===== src/rtl/regfile_pkg.sv =====
// Shared constants and types for the scoreboarded register file.
package regfile_pkg;

  localparam int DATA_W_DEF = 32;
  localparam int ADDR_W_DEF = 5;

  // One read port at the default geometry: address in, captured data out.
  typedef struct packed {
    logic [ADDR_W_DEF-1:0] addr;
    logic [DATA_W_DEF-1:0] data;
  } rd_port_t;

endpackage


===== src/rtl/reg_file_sb_if.sv =====
// Bus bundle for reg_file_sb: write port, scoreboard set port, two read ports.
//
// Strobe semantics: there is no back-pressure anywhere. wr_en, sb_set and
// rd_en are single-cycle strobes sampled on every rising edge; the register
// file always accepts them. Read results and busy flags are registered and
// hold their value on cycles where rd_en is low.
interface reg_file_sb_if
  import regfile_pkg::*;
#(
  parameter int DATA_W = DATA_W_DEF,
  parameter int ADDR_W = ADDR_W_DEF
);

  logic              rd_en;
  logic [ADDR_W-1:0] rs1_addr;
  logic [ADDR_W-1:0] rs2_addr;
  logic [DATA_W-1:0] rs1_val;
  logic [DATA_W-1:0] rs2_val;
  logic              rs1_busy;
  logic              rs2_busy;
  logic              wr_en;
  logic [ADDR_W-1:0] wr_addr;
  logic [DATA_W-1:0] wr_data;
  logic              sb_set;
  logic [ADDR_W-1:0] sb_addr;
  logic [ADDR_W:0]   busy_cnt;

  modport master (
    output rd_en, rs1_addr, rs2_addr, wr_en, wr_addr, wr_data, sb_set, sb_addr,
    input  rs1_val, rs2_val, rs1_busy, rs2_busy, busy_cnt
  );

  modport slave (
    input  rd_en, rs1_addr, rs2_addr, wr_en, wr_addr, wr_data, sb_set, sb_addr,
    output rs1_val, rs2_val, rs1_busy, rs2_busy, busy_cnt
  );

endinterface


===== src/rtl/reg_scoreboard.sv =====
// Pending-write scoreboard: one busy bit per register plus a running count.
// sb_set marks a destination busy, a write clears it; set wins on a tie.
module reg_scoreboard
  import regfile_pkg::*;
#(
  parameter int ADDR_W  = ADDR_W_DEF,
  parameter int ZERO_R0 = 1
) (
  input  logic              clk,
  input  logic              reset_n,
  input  logic              sb_set_i,
  input  logic [ADDR_W-1:0] sb_addr_i,
  input  logic              wr_en_i,
  input  logic [ADDR_W-1:0] wr_addr_i,
  input  logic [ADDR_W-1:0] rs1_addr_i,
  input  logic [ADDR_W-1:0] rs2_addr_i,
  output logic              rs1_pend_o,
  output logic              rs2_pend_o,
  output logic [ADDR_W:0]   busy_cnt_o
);

  localparam int DEPTH = 2**ADDR_W;
  localparam int CNT_W = ADDR_W + 1;

  logic [DEPTH-1:0] busy_q;
  logic [DEPTH-1:0] busy_d;
  logic [CNT_W-1:0] cnt_q;
  logic [CNT_W-1:0] cnt_d;
  logic             set_ok;
  logic             clr_ok;
  logic             inc;
  logic             dec;

  // Register 0 never becomes busy when it is hardwired, so the count tops out
  // at DEPTH-1 in that configuration.
  assign set_ok = sb_set_i && !((ZERO_R0 != 0) && (sb_addr_i == '0));
  assign clr_ok = wr_en_i && !((ZERO_R0 != 0) && (wr_addr_i == '0));

  // Next busy vector and count; only genuine bit transitions move the count.
  always_comb begin
    busy_d = busy_q;
    if (clr_ok) busy_d[wr_addr_i] = 1'b0;
    if (set_ok) busy_d[sb_addr_i] = 1'b1;
    inc = set_ok && !busy_q[sb_addr_i];
    dec = clr_ok && busy_q[wr_addr_i] && !(set_ok && (sb_addr_i == wr_addr_i));
    cnt_d = cnt_q;
    if (inc && !dec) cnt_d = cnt_q + CNT_W'(1);
    else if (dec && !inc) cnt_d = cnt_q - CNT_W'(1);
  end

  // Busy state registers.
  always_ff @(posedge clk or negedge reset_n) begin
    if (!reset_n) begin
      busy_q <= '0;
      cnt_q  <= '0;
    end else begin
      busy_q <= busy_d;
      cnt_q  <= cnt_d;
    end
  end

  // A read sees the pre-edge busy bit, masked by a write to the same register
  // in this cycle; a same-cycle sb_set is deliberately not visible.
  assign rs1_pend_o = busy_q[rs1_addr_i] && !(wr_en_i && (wr_addr_i == rs1_addr_i));
  assign rs2_pend_o = busy_q[rs2_addr_i] && !(wr_en_i && (wr_addr_i == rs2_addr_i));
  assign busy_cnt_o = cnt_q;

endmodule


===== src/rtl/reg_file_sb.sv =====
// Register file with two registered read ports, one write port and a
// pending-write scoreboard (reg_scoreboard).
// Optional feature: define REGFILE_BYPASS_EN to forward same-cycle write data
// to a read port; otherwise reads return the pre-write value.
module reg_file_sb
  import regfile_pkg::*;
#(
  parameter int DATA_W  = DATA_W_DEF,
  parameter int ADDR_W  = ADDR_W_DEF,
  parameter int ZERO_R0 = 1
) (
  input logic         clk,
  input logic         reset_n,
  reg_file_sb_if.slave bus
);

  localparam int DEPTH = 2**ADDR_W;

  logic [DATA_W-1:0] regs_q [DEPTH];
  logic [DATA_W-1:0] rs1_d;
  logic [DATA_W-1:0] rs2_d;
  logic [DATA_W-1:0] rs1_val_q;
  logic [DATA_W-1:0] rs2_val_q;
  logic              rs1_busy_q;
  logic              rs2_busy_q;
  logic              rs1_pend;
  logic              rs2_pend;
  logic              wr_ok;

  assign wr_ok = bus.wr_en && !((ZERO_R0 != 0) && (bus.wr_addr == '0));

  // Storage array; writes to a hardwired r0 are dropped.
  always_ff @(posedge clk or negedge reset_n) begin
    if (!reset_n) begin
      for (int i = 0; i < DEPTH; i++) regs_q[i] <= '0;
    end else if (wr_ok) begin
      regs_q[bus.wr_addr] <= bus.wr_data;
    end
  end

  // Read data selection, including optional write-to-read forwarding.
  always_comb begin
    rs1_d = regs_q[bus.rs1_addr];
    rs2_d = regs_q[bus.rs2_addr];
    if ((ZERO_R0 != 0) && (bus.rs1_addr == '0)) rs1_d = '0;
    if ((ZERO_R0 != 0) && (bus.rs2_addr == '0)) rs2_d = '0;
`ifdef REGFILE_BYPASS_EN
    if (wr_ok && (bus.wr_addr == bus.rs1_addr)) rs1_d = bus.wr_data;
    if (wr_ok && (bus.wr_addr == bus.rs2_addr)) rs2_d = bus.wr_data;
`endif
  end

  // Read-port output registers; they hold while rd_en is low.
  always_ff @(posedge clk or negedge reset_n) begin
    if (!reset_n) begin
      rs1_val_q  <= '0;
      rs2_val_q  <= '0;
      rs1_busy_q <= 1'b0;
      rs2_busy_q <= 1'b0;
    end else if (bus.rd_en) begin
      rs1_val_q  <= rs1_d;
      rs2_val_q  <= rs2_d;
      rs1_busy_q <= rs1_pend;
      rs2_busy_q <= rs2_pend;
    end
  end

  reg_scoreboard #(
    .ADDR_W  (ADDR_W),
    .ZERO_R0 (ZERO_R0)
  ) u_sb (
    .clk        (clk),
    .reset_n    (reset_n),
    .sb_set_i   (bus.sb_set),
    .sb_addr_i  (bus.sb_addr),
    .wr_en_i    (bus.wr_en),
    .wr_addr_i  (bus.wr_addr),
    .rs1_addr_i (bus.rs1_addr),
    .rs2_addr_i (bus.rs2_addr),
    .rs1_pend_o (rs1_pend),
    .rs2_pend_o (rs2_pend),
    .busy_cnt_o (bus.busy_cnt)
  );

  assign bus.rs1_val  = rs1_val_q;
  assign bus.rs2_val  = rs2_val_q;
  assign bus.rs1_busy = rs1_busy_q;
  assign bus.rs2_busy = rs2_busy_q;

endmodule


===== src/flat_wrapper.sv =====
// flat-port wrapper written by rule: the top's interface ports become plain ports
module reg_file_sb_flat import regfile_pkg::*;
#(
  parameter int DATA_W  = DATA_W_DEF,
  parameter int ADDR_W  = ADDR_W_DEF,
  parameter int ZERO_R0 = 1
)
  (clk, reset_n, bus_rd_en, bus_rs1_addr, bus_rs2_addr, bus_wr_en, bus_wr_addr, bus_wr_data, bus_sb_set, bus_sb_addr, bus_rs1_val, bus_rs2_val, bus_rs1_busy, bus_rs2_busy, bus_busy_cnt);
  reg_file_sb_if #(.DATA_W(DATA_W), .ADDR_W(ADDR_W)) bus_i ();
  input logic clk;
  input logic reset_n;
  input wire logic [$bits(bus_i.rd_en)-1:0] bus_rd_en;
  input wire logic [$bits(bus_i.rs1_addr)-1:0] bus_rs1_addr;
  input wire logic [$bits(bus_i.rs2_addr)-1:0] bus_rs2_addr;
  input wire logic [$bits(bus_i.wr_en)-1:0] bus_wr_en;
  input wire logic [$bits(bus_i.wr_addr)-1:0] bus_wr_addr;
  input wire logic [$bits(bus_i.wr_data)-1:0] bus_wr_data;
  input wire logic [$bits(bus_i.sb_set)-1:0] bus_sb_set;
  input wire logic [$bits(bus_i.sb_addr)-1:0] bus_sb_addr;
  output wire logic [$bits(bus_i.rs1_val)-1:0] bus_rs1_val;
  output wire logic [$bits(bus_i.rs2_val)-1:0] bus_rs2_val;
  output wire logic [$bits(bus_i.rs1_busy)-1:0] bus_rs1_busy;
  output wire logic [$bits(bus_i.rs2_busy)-1:0] bus_rs2_busy;
  output wire logic [$bits(bus_i.busy_cnt)-1:0] bus_busy_cnt;
  assign bus_i.rd_en = bus_rd_en;
  assign bus_i.rs1_addr = bus_rs1_addr;
  assign bus_i.rs2_addr = bus_rs2_addr;
  assign bus_i.wr_en = bus_wr_en;
  assign bus_i.wr_addr = bus_wr_addr;
  assign bus_i.wr_data = bus_wr_data;
  assign bus_i.sb_set = bus_sb_set;
  assign bus_i.sb_addr = bus_sb_addr;
  assign bus_rs1_val = bus_i.rs1_val;
  assign bus_rs2_val = bus_i.rs2_val;
  assign bus_rs1_busy = bus_i.rs1_busy;
  assign bus_rs2_busy = bus_i.rs2_busy;
  assign bus_busy_cnt = bus_i.busy_cnt;
  reg_file_sb #(.DATA_W(DATA_W), .ADDR_W(ADDR_W), .ZERO_R0(ZERO_R0)) u_core (.clk(clk), .reset_n(reset_n), .bus(bus_i));
endmodule

===== config.mk =====
export PLATFORM = sky130hd
export DESIGN_NAME = reg_file_sb_flat
export DESIGN_NICKNAME = d
export VERILOG_FILES = /design/src/rtl/regfile_pkg.sv /design/src/rtl/reg_file_sb_if.sv /design/src/rtl/reg_scoreboard.sv /design/src/rtl/reg_file_sb.sv /design/src/flat_wrapper.sv
export SDC_FILE = /design/constraint.sdc
export NUM_CORES = 2
export LEC_CHECK = 0
export ABC_AREA = 1
export CELL_PAD_IN_SITES_DETAIL_PLACEMENT = 2
export CELL_PAD_IN_SITES_GLOBAL_PLACEMENT = 2
export CORE_MARGIN = 4
export CORE_UTILIZATION = 36
export DETAILED_ROUTE_END_ITERATION = 7
export MAX_ROUTING_LAYER = met4
export PLACE_DENSITY = 0.89
export REMOVE_ABC_BUFFERS = 1
export SLEW_MARGIN = 40
export SYNTH_ARGS = -nofsm -noshare
export SYNTH_HDL_FRONTEND = slang
export SYNTH_HIERARCHICAL = 1
export SYNTH_SLANG_ARGS = --single-unit

===== constraint.sdc =====
create_clock -name clk -period 3 [get_ports clk]
set_clock_uncertainty 0.2 [all_clocks]
set_input_delay 0.75 -clock clk [delete_from_list [all_inputs] [get_ports clk]]
set_output_delay 0.75 -clock clk [all_outputs]
set_load 0.02 [all_outputs]

# Word level (Yosys, flattened, before mapping)
# Cells that the tools add are included.
[classes]
order_cmp = 10
muxes = 27
n_eq_ne = 3
n_bitwise = 6
n_addsub = 2
n_reduce_logical = 28
[op_table]
columns = ["operator", "n"]
rows = [
  ["bitwise mux 1024 bit", 1],
  ["binary-select mux 32 bit (select 5 bit)", 2],
  ["2-to-1 mux 32 bit", 9],
  ["demux 32 bit (select 5 bit)", 1],
  ["bitwise AND 32 bit", 1],
  ["inverter 32 bit", 1],
  ["bitwise OR 32 bit", 1],
  ["< comparator 5 x 6 -> 1 bit, second input constant", 4],
  ["binary-select mux 1 bit (select 5 bit)", 4],
  ["zero test 5 bit", 4],
  ["greater-or-equal comparator 6 bit, second input constant", 3],
  ["inverter 5 -> 6 bit", 3],
  ["equality test 5 bit", 3],
  ["logical AND 1 bit", 15],
  ["2-to-1 mux 6 bit", 2],
  ["demux 1 bit (select 5 bit)", 2],
  ["greater-or-equal comparator 5 x 1 -> 1 bit, second input constant", 2],
  ["zero test 1 bit", 8],
  ["adder 6 x 1 -> 6 bit, second input constant", 1],
  ["< comparator 6 x 1 -> 1 bit, second input constant", 1],
  ["2-to-1 mux 1 bit", 6],
  ["subtractor 6 x 1 -> 6 bit, second input constant", 1],
  ["nonzero test 2 bit", 1],
]
[word_totals]
regBits = 1128
output_inout_bits = 72
inputBits = 57

# Depth between registers and ports, before layout
[depth]
word_depth = 9
ltp_mapped = 22
mapped_depth_nobuf = 21

# By module
# Netlist, hierarchy kept.
[by_module_without_submodules]
columns = ["module", "instances", "cells_each", "area_per_inst_um2"]
rows = [
  ["reg_file_sb", 1, 8489, 58886.5],
  ["reg_scoreboard", 1, 521, 3221.8],
]

# Worst setup path before layout
# No wires, ideal clock.
[synth_path]
kind = "input port to flip-flop"
start = "input bus_wr_addr[0]"
end = "register u_core.u_sb.cnt_q[3], in the netlist u_core/u_sb/busy_cnt_o[3]"
n_path_buf = 1
arrival_ns = 2.760
path_slack_ns = -0.096
setup_ns = 0.135
cell_stages = 16
t_required_ns = 2.665
cell_sequence = "buf_4 -> nor2_2 -> nand2_1 -> o21ai_0 -> o21ai_0 -> nand2_1 -> nor2_1 -> nand2_1 -> nand2_1 -> ha_1 -> inv_1 -> ha_1 -> a21oi_1 -> o21a_1 -> xor2_1 -> o21ai_0"
[synth_between]
elab_chain_cells = 8
word_cells_on_any_way = 15
[synth_rtl]
columns = ["item", "line_no", "text"]
rows = [
  ["start: declaration", "flat_wrapper.sv:16", "input wire logic [$bits(bus_i.wr_addr)-1:0] bus_wr_addr;"],
  ["branches (longest 4 deep; another with binary-select mux 1 bit (select 5 bit))", "n/a", ""],
  ["logical AND 1 bit *", "reg_scoreboard.sv:45", "dec = clr_ok && busy_q[wr_addr_i] && !(set_ok && (sb_addr_i == wr_addr_i));"],
  ["zero test 1 bit", "reg_scoreboard.sv:47", "if (inc && !dec) cnt_d = cnt_q + CNT_W'(1);"],
  ["logical AND 1 bit", "reg_scoreboard.sv:47", ""],
  ["2-to-1 mux 6 bit / nonzero test 2 bit (equally long branches)", "n/a", ""],
  ["end signal: assignment", "reg_scoreboard.sv:58", "cnt_q <= cnt_d;"],
  ["end: declaration", "reg_scoreboard.sv:27", "logic [CNT_W-1:0] cnt_q;"],
]
# Mark *: on every way between the ends. The select of a mux whose other input is x is not followed.
# A chain may end at the register's enable or synchronous reset.

# Worst setup path in the final report
[layout_path]
start = "input bus_wr_addr[2]"
end = "register u_core/regs_q[359] (netlist name)"
[layout_between]
elab_chain_cells = 6
word_cells_on_any_way = 10
[layout_rtl]
columns = ["item", "line_no", "text"]
rows = [
  ["inverter 5 -> 6 bit (not written as such)", "reg_file_sb.sv:37", "regs_q[bus.wr_addr] <= bus.wr_data;"],
  ["greater-or-equal comparator 6 bit (not written as such) / < comparator 6 x 1 -> 1 bit (equally long branches)", "reg_file_sb.sv:37", ""],
  ["logical AND 1 bit (not written as such)", "reg_file_sb.sv:37", ""],
  ["2-to-1 mux 32 bit (not written as such)", "reg_file_sb.sv:37", ""],
  ["demux 32 bit (select 5 bit)", "reg_file_sb.sv:37", ""],
  ["bitwise mux 1024 bit", "reg_file_sb.sv:37", ""],
  ["end signal: indexed assignment", "reg_file_sb.sv:37", ""],
  ["end: declaration", "reg_file_sb.sv:19", "logic [DATA_W-1:0] regs_q [DEPTH];"],
]
# Parallel ways exist; a longest one is shown, timed or not.

==> impl_metrics.py <==
metrics = {
    "run_status": {
        "outcome": "finished with violations",
        "failed_checks": "negative setup slack",
    },
    "cts": {
        "cts-htree-levels": 4,
        "clock_path_buffers": 3,
        "clock_sinks": 1128,
        "clkTransAtPathRegs_ps": 70,
        "cts_tree": "yes",
        "cts_buffers": 141,
        "clock-root-buffer": "clkbuf_16",
        "clock_latency_ps": 880,
    },
    "synthesis": {
        "synthTopCellsByCount": "nand2_1 (3592), nand3_1 (1144), dfrtp_1 (1128)",
        "synthArstFlopShare_pct": 100,
        "synth_flop_cell": "dfrtp_1",
        "synthTopCellsByArea": "dfrtp_1 (45%), nand2_1 (22%), nand3_1 (9.2%)",
        "syn_area_sq_um": 62100,
        "synth-edff-count": 0,
        "ys_seq_area_share_pct": 45.4,
        "yosysMostFrequentCell": "nand2_1",
        "syn-mean-instance-area_sq_um": 6.89,
        "ys_types": 39,
        "ys_seq_elements": 1128,
        "synth_area_leader_cell": "dfrtp_1",
        "yosys_warnings": 6,
        "synth_top_area_share_pct": 45.4,
        "synthCells": 9010,
    },
    "setup_path": {
        "crit_type": "primary input to register",
        "r2r_cells": 15,
        "cp-end-kind": "register",
        "slowest_delay_ps": 720,
        "worstReg2RegEnd": "u_core/u_sb/busy_cnt_o[5]",
        "slowest_stage": "a21oi_1",
        "critPathMaxFanout": 10,
        "critPathLaunchType": "primary input",
        "r2r_start": "u_core/u_sb/busy_q[18]",
        "rrSetupSlack_ps": 110,
        "cp.arrival_ps": 3500,
        "required_ps": 3480,
        "cp_cell_sequence": "clkdlybuf4s50_1, buf_4, buf_4, inv_2, buf_4, nor4_4, buf_12, buf_12, nor2_1, a21oi_1",
        "cp_common_cell": "buf_4",
    },
    "hold_path": {
        "hold_path.class": "primary input to async pin",
    },
    "detailed_routing": {
        "via_count": 78000,
        "first_iter_violations": 10900,
        "finalWirelength_um": 416000,
        "dr.pass1.iters": 6,
        "route.detailed.drc": 0,
        "wl_per_cell_um": 36.3,
        "detail-route-antenna-nets": 0,
        "vias_per_cell": 6.81,
    },
    "global_route": {
        "grt_first_pass_wirelength_um": 603000,
        "grt_antenna_before_repair": 26,
        "first_global_vias": 86000,
        "overflow": 0,
        "gr-usage-all-layers_pct": 46.1,
        "grt_start_max_net_pins": 117,
    },
    "floorplan": {
        "fp-row-count": 152,
        "die-area_sq_um": 179000,
        "die_h_um": 423,
        "io_pins": 129,
        "start_util_pct": 36.2,
        "core_area_sq_um": 172000,
        "die_w_um": 423,
    },
    "power_and_ir_drop": {
        "powerDensity_nw_per_um2": 742,
        "peakVddDrop_uv": 728,
        "p_leak_nw": 35.3,
    },
    "timing": {
        "max_freq_mhz": 331,
        "hold_viol_final": 0,
        "worst_slew_pin_slew_ps": 924,
        "setup_slack_ps": -17.5,
        "slew_headroom_pct": 38.4,
        "tns_ps": -17.5,
        "drv_slew": 0,
        "rsz0062_at_grt": "yes",
        "min_period_ps": 3020,
        "setup_viol": 1,
        "fin_crit_sh_pct": 101,
    },
    "layout": {
        "fin_nets": 9071,
        "layout-drive-gt1-share_pct": 9.42,
        "area_growth_pct": 19.9,
    },
    "placed_design": {
        "pre_cts_slack_ps": -1180,
        "gp_congestion": 0.888,
        "io_buffer_count": 128,
        "dp_hpwl_um": 225000,
    },
    "flow_run": {
        "cap_viol_max_count": 0,
    },
}
-- per-stage QoR --
stage               cells  total power, W  area, sq um  util (%)  hold slack [ps]
finish              11500          0.0553        74500      43.4              181
global placement    11200          0.0317        69600      40.6              186
floorplan            8244          0.0273        59000         -              174
global route        11400          0.0567        74500      43.4              184
CTS                 11400          0.0541        74300      43.3              167
detailed placement  11200          0.0339        69600      40.6              193
-- layer usage --
metal  part of all wire (%)  global-route usage [%]
met4                    9.2                    36.6
met1                     36                    53.0
met2                     44                    67.8
met3                     11                    12.2
met5                      0                       -
-- cells by family after synthesis --
kind of cell / share of synthesized area [%]
AO/OA/AOI/OAI: 11.8
flip-flops: 45.4
XOR/XNOR: 0.155
buffers and inverters: 5.74
AND/OR/NAND/NOR: 36.7
adder cells (fa/ha/maj): 0.153
-- worst max path at each step --
stage | start | end | slack (ps) | cells after the start
2_1_floorplan | bus_rs1_addr[2] | u_core/bus.rs1_val[0] | -2770 | 6
3_3_place_gp | bus_wr_addr[1] | u_core/u_sb/busy_cnt_o[5] | -1030 | 20
3_5_place_dp | bus_wr_addr[1] | u_core/u_sb/busy_cnt_o[3] | -1180 | 18
4_1_cts | bus_wr_addr[0] | u_core/u_sb/busy_cnt_o[5] | 20 | 19
5_1_grt | u_core/u_sb/busy_q[9] | u_core/u_sb/busy_cnt_o[5] | -130 | 18
6_report | bus_wr_addr[2] | u_core/regs_q[359] | -20 | 10
-- registers in the layout, indices dropped and copies added (netlist names) --
register                cells
u_core/bus.rs2_busy         1
u_core/u_sb/busy_cnt_o      6
u_core/u_sb/busy_q         32
u_core/bus.rs1_busy         1
u_core/bus.rs1_val         32
u_core/bus.rs2_val         32
u_core/regs_q            1024
-- cells in the final DEF (no fill, tap or decap), drive strengths merged --
master | synthesis | final
nand2 | 3601 | 3601
nand3 | 1149 | 1149
dfrtp | 1128 | 1128
a21oi | 912 | 912
nor2 | 703 | 703
buf | 148 | 502
o21ai | 501 | 501
clkbuf | 618 | 197
inv | 116 | 125
clkdlybuf4s50 | 0 | 112
nand3b | 62 | 62
clkinv | 2 | 33
diode | 0 | 27
nor3 | 22 | 22
bufinv | 0 | 12
o22ai | 9 | 9
nand4 | 7 | 7
xor2 | 6 | 6
ha | 6 | 6
clkinvlp | 0 | 5
xnor2 | 5 | 5
o211ai | 5 | 5
o31ai | 3 | 3
dlygate4sd2 | 0 | 2
nor4 | 2 | 2
dlygate4sd3 | 0 | 1
dlymetal6s2s | 0 | 1
or2 | 1 | 1
a21boi | 1 | 1
o21a | 1 | 1
o2111ai | 1 | 1
fa | 1 | 1
-- repair_timing --
action,4_1_cts,5_1_grt
hold buffers,1,0
setup buffers,0,0
endpoints found under the setup margin,5,11
resized for setup,9,33
hold endpoints to repair,100,0
pin swaps,0,2
-- where the power goes --
part           switching [W]  internal, W  leakage (nW)  total [W]
Clock                0.00820       0.0105          2.33     0.0187
Combinational        0.00962      0.00442          18.9     0.0140
Sequential           0.00418       0.0184          14.0     0.0226
Total                 0.0220       0.0333          35.3     0.0553
-- final cells by class --
type	count	area (sq um)
Multi-Input combinational cell	6998	30600
Clock inverter	57	714
Timing Repair Buffer	620	7490
Clock buffer	195	4020
Fill cell	19600	97100
Antenna cell	27	67.6
Inverter	118	482
Sequential cell	1128	28200
Tap cell	2310	2890
-- critical path, delay by kind of cell --
family,cells,cell delay [ps]
buffers and inverters,7,1570
AO/OA/AOI/OAI,1,720
AND/OR/NAND/NOR,2,410
Note: power is estimated with default switching activity, not from simulation.
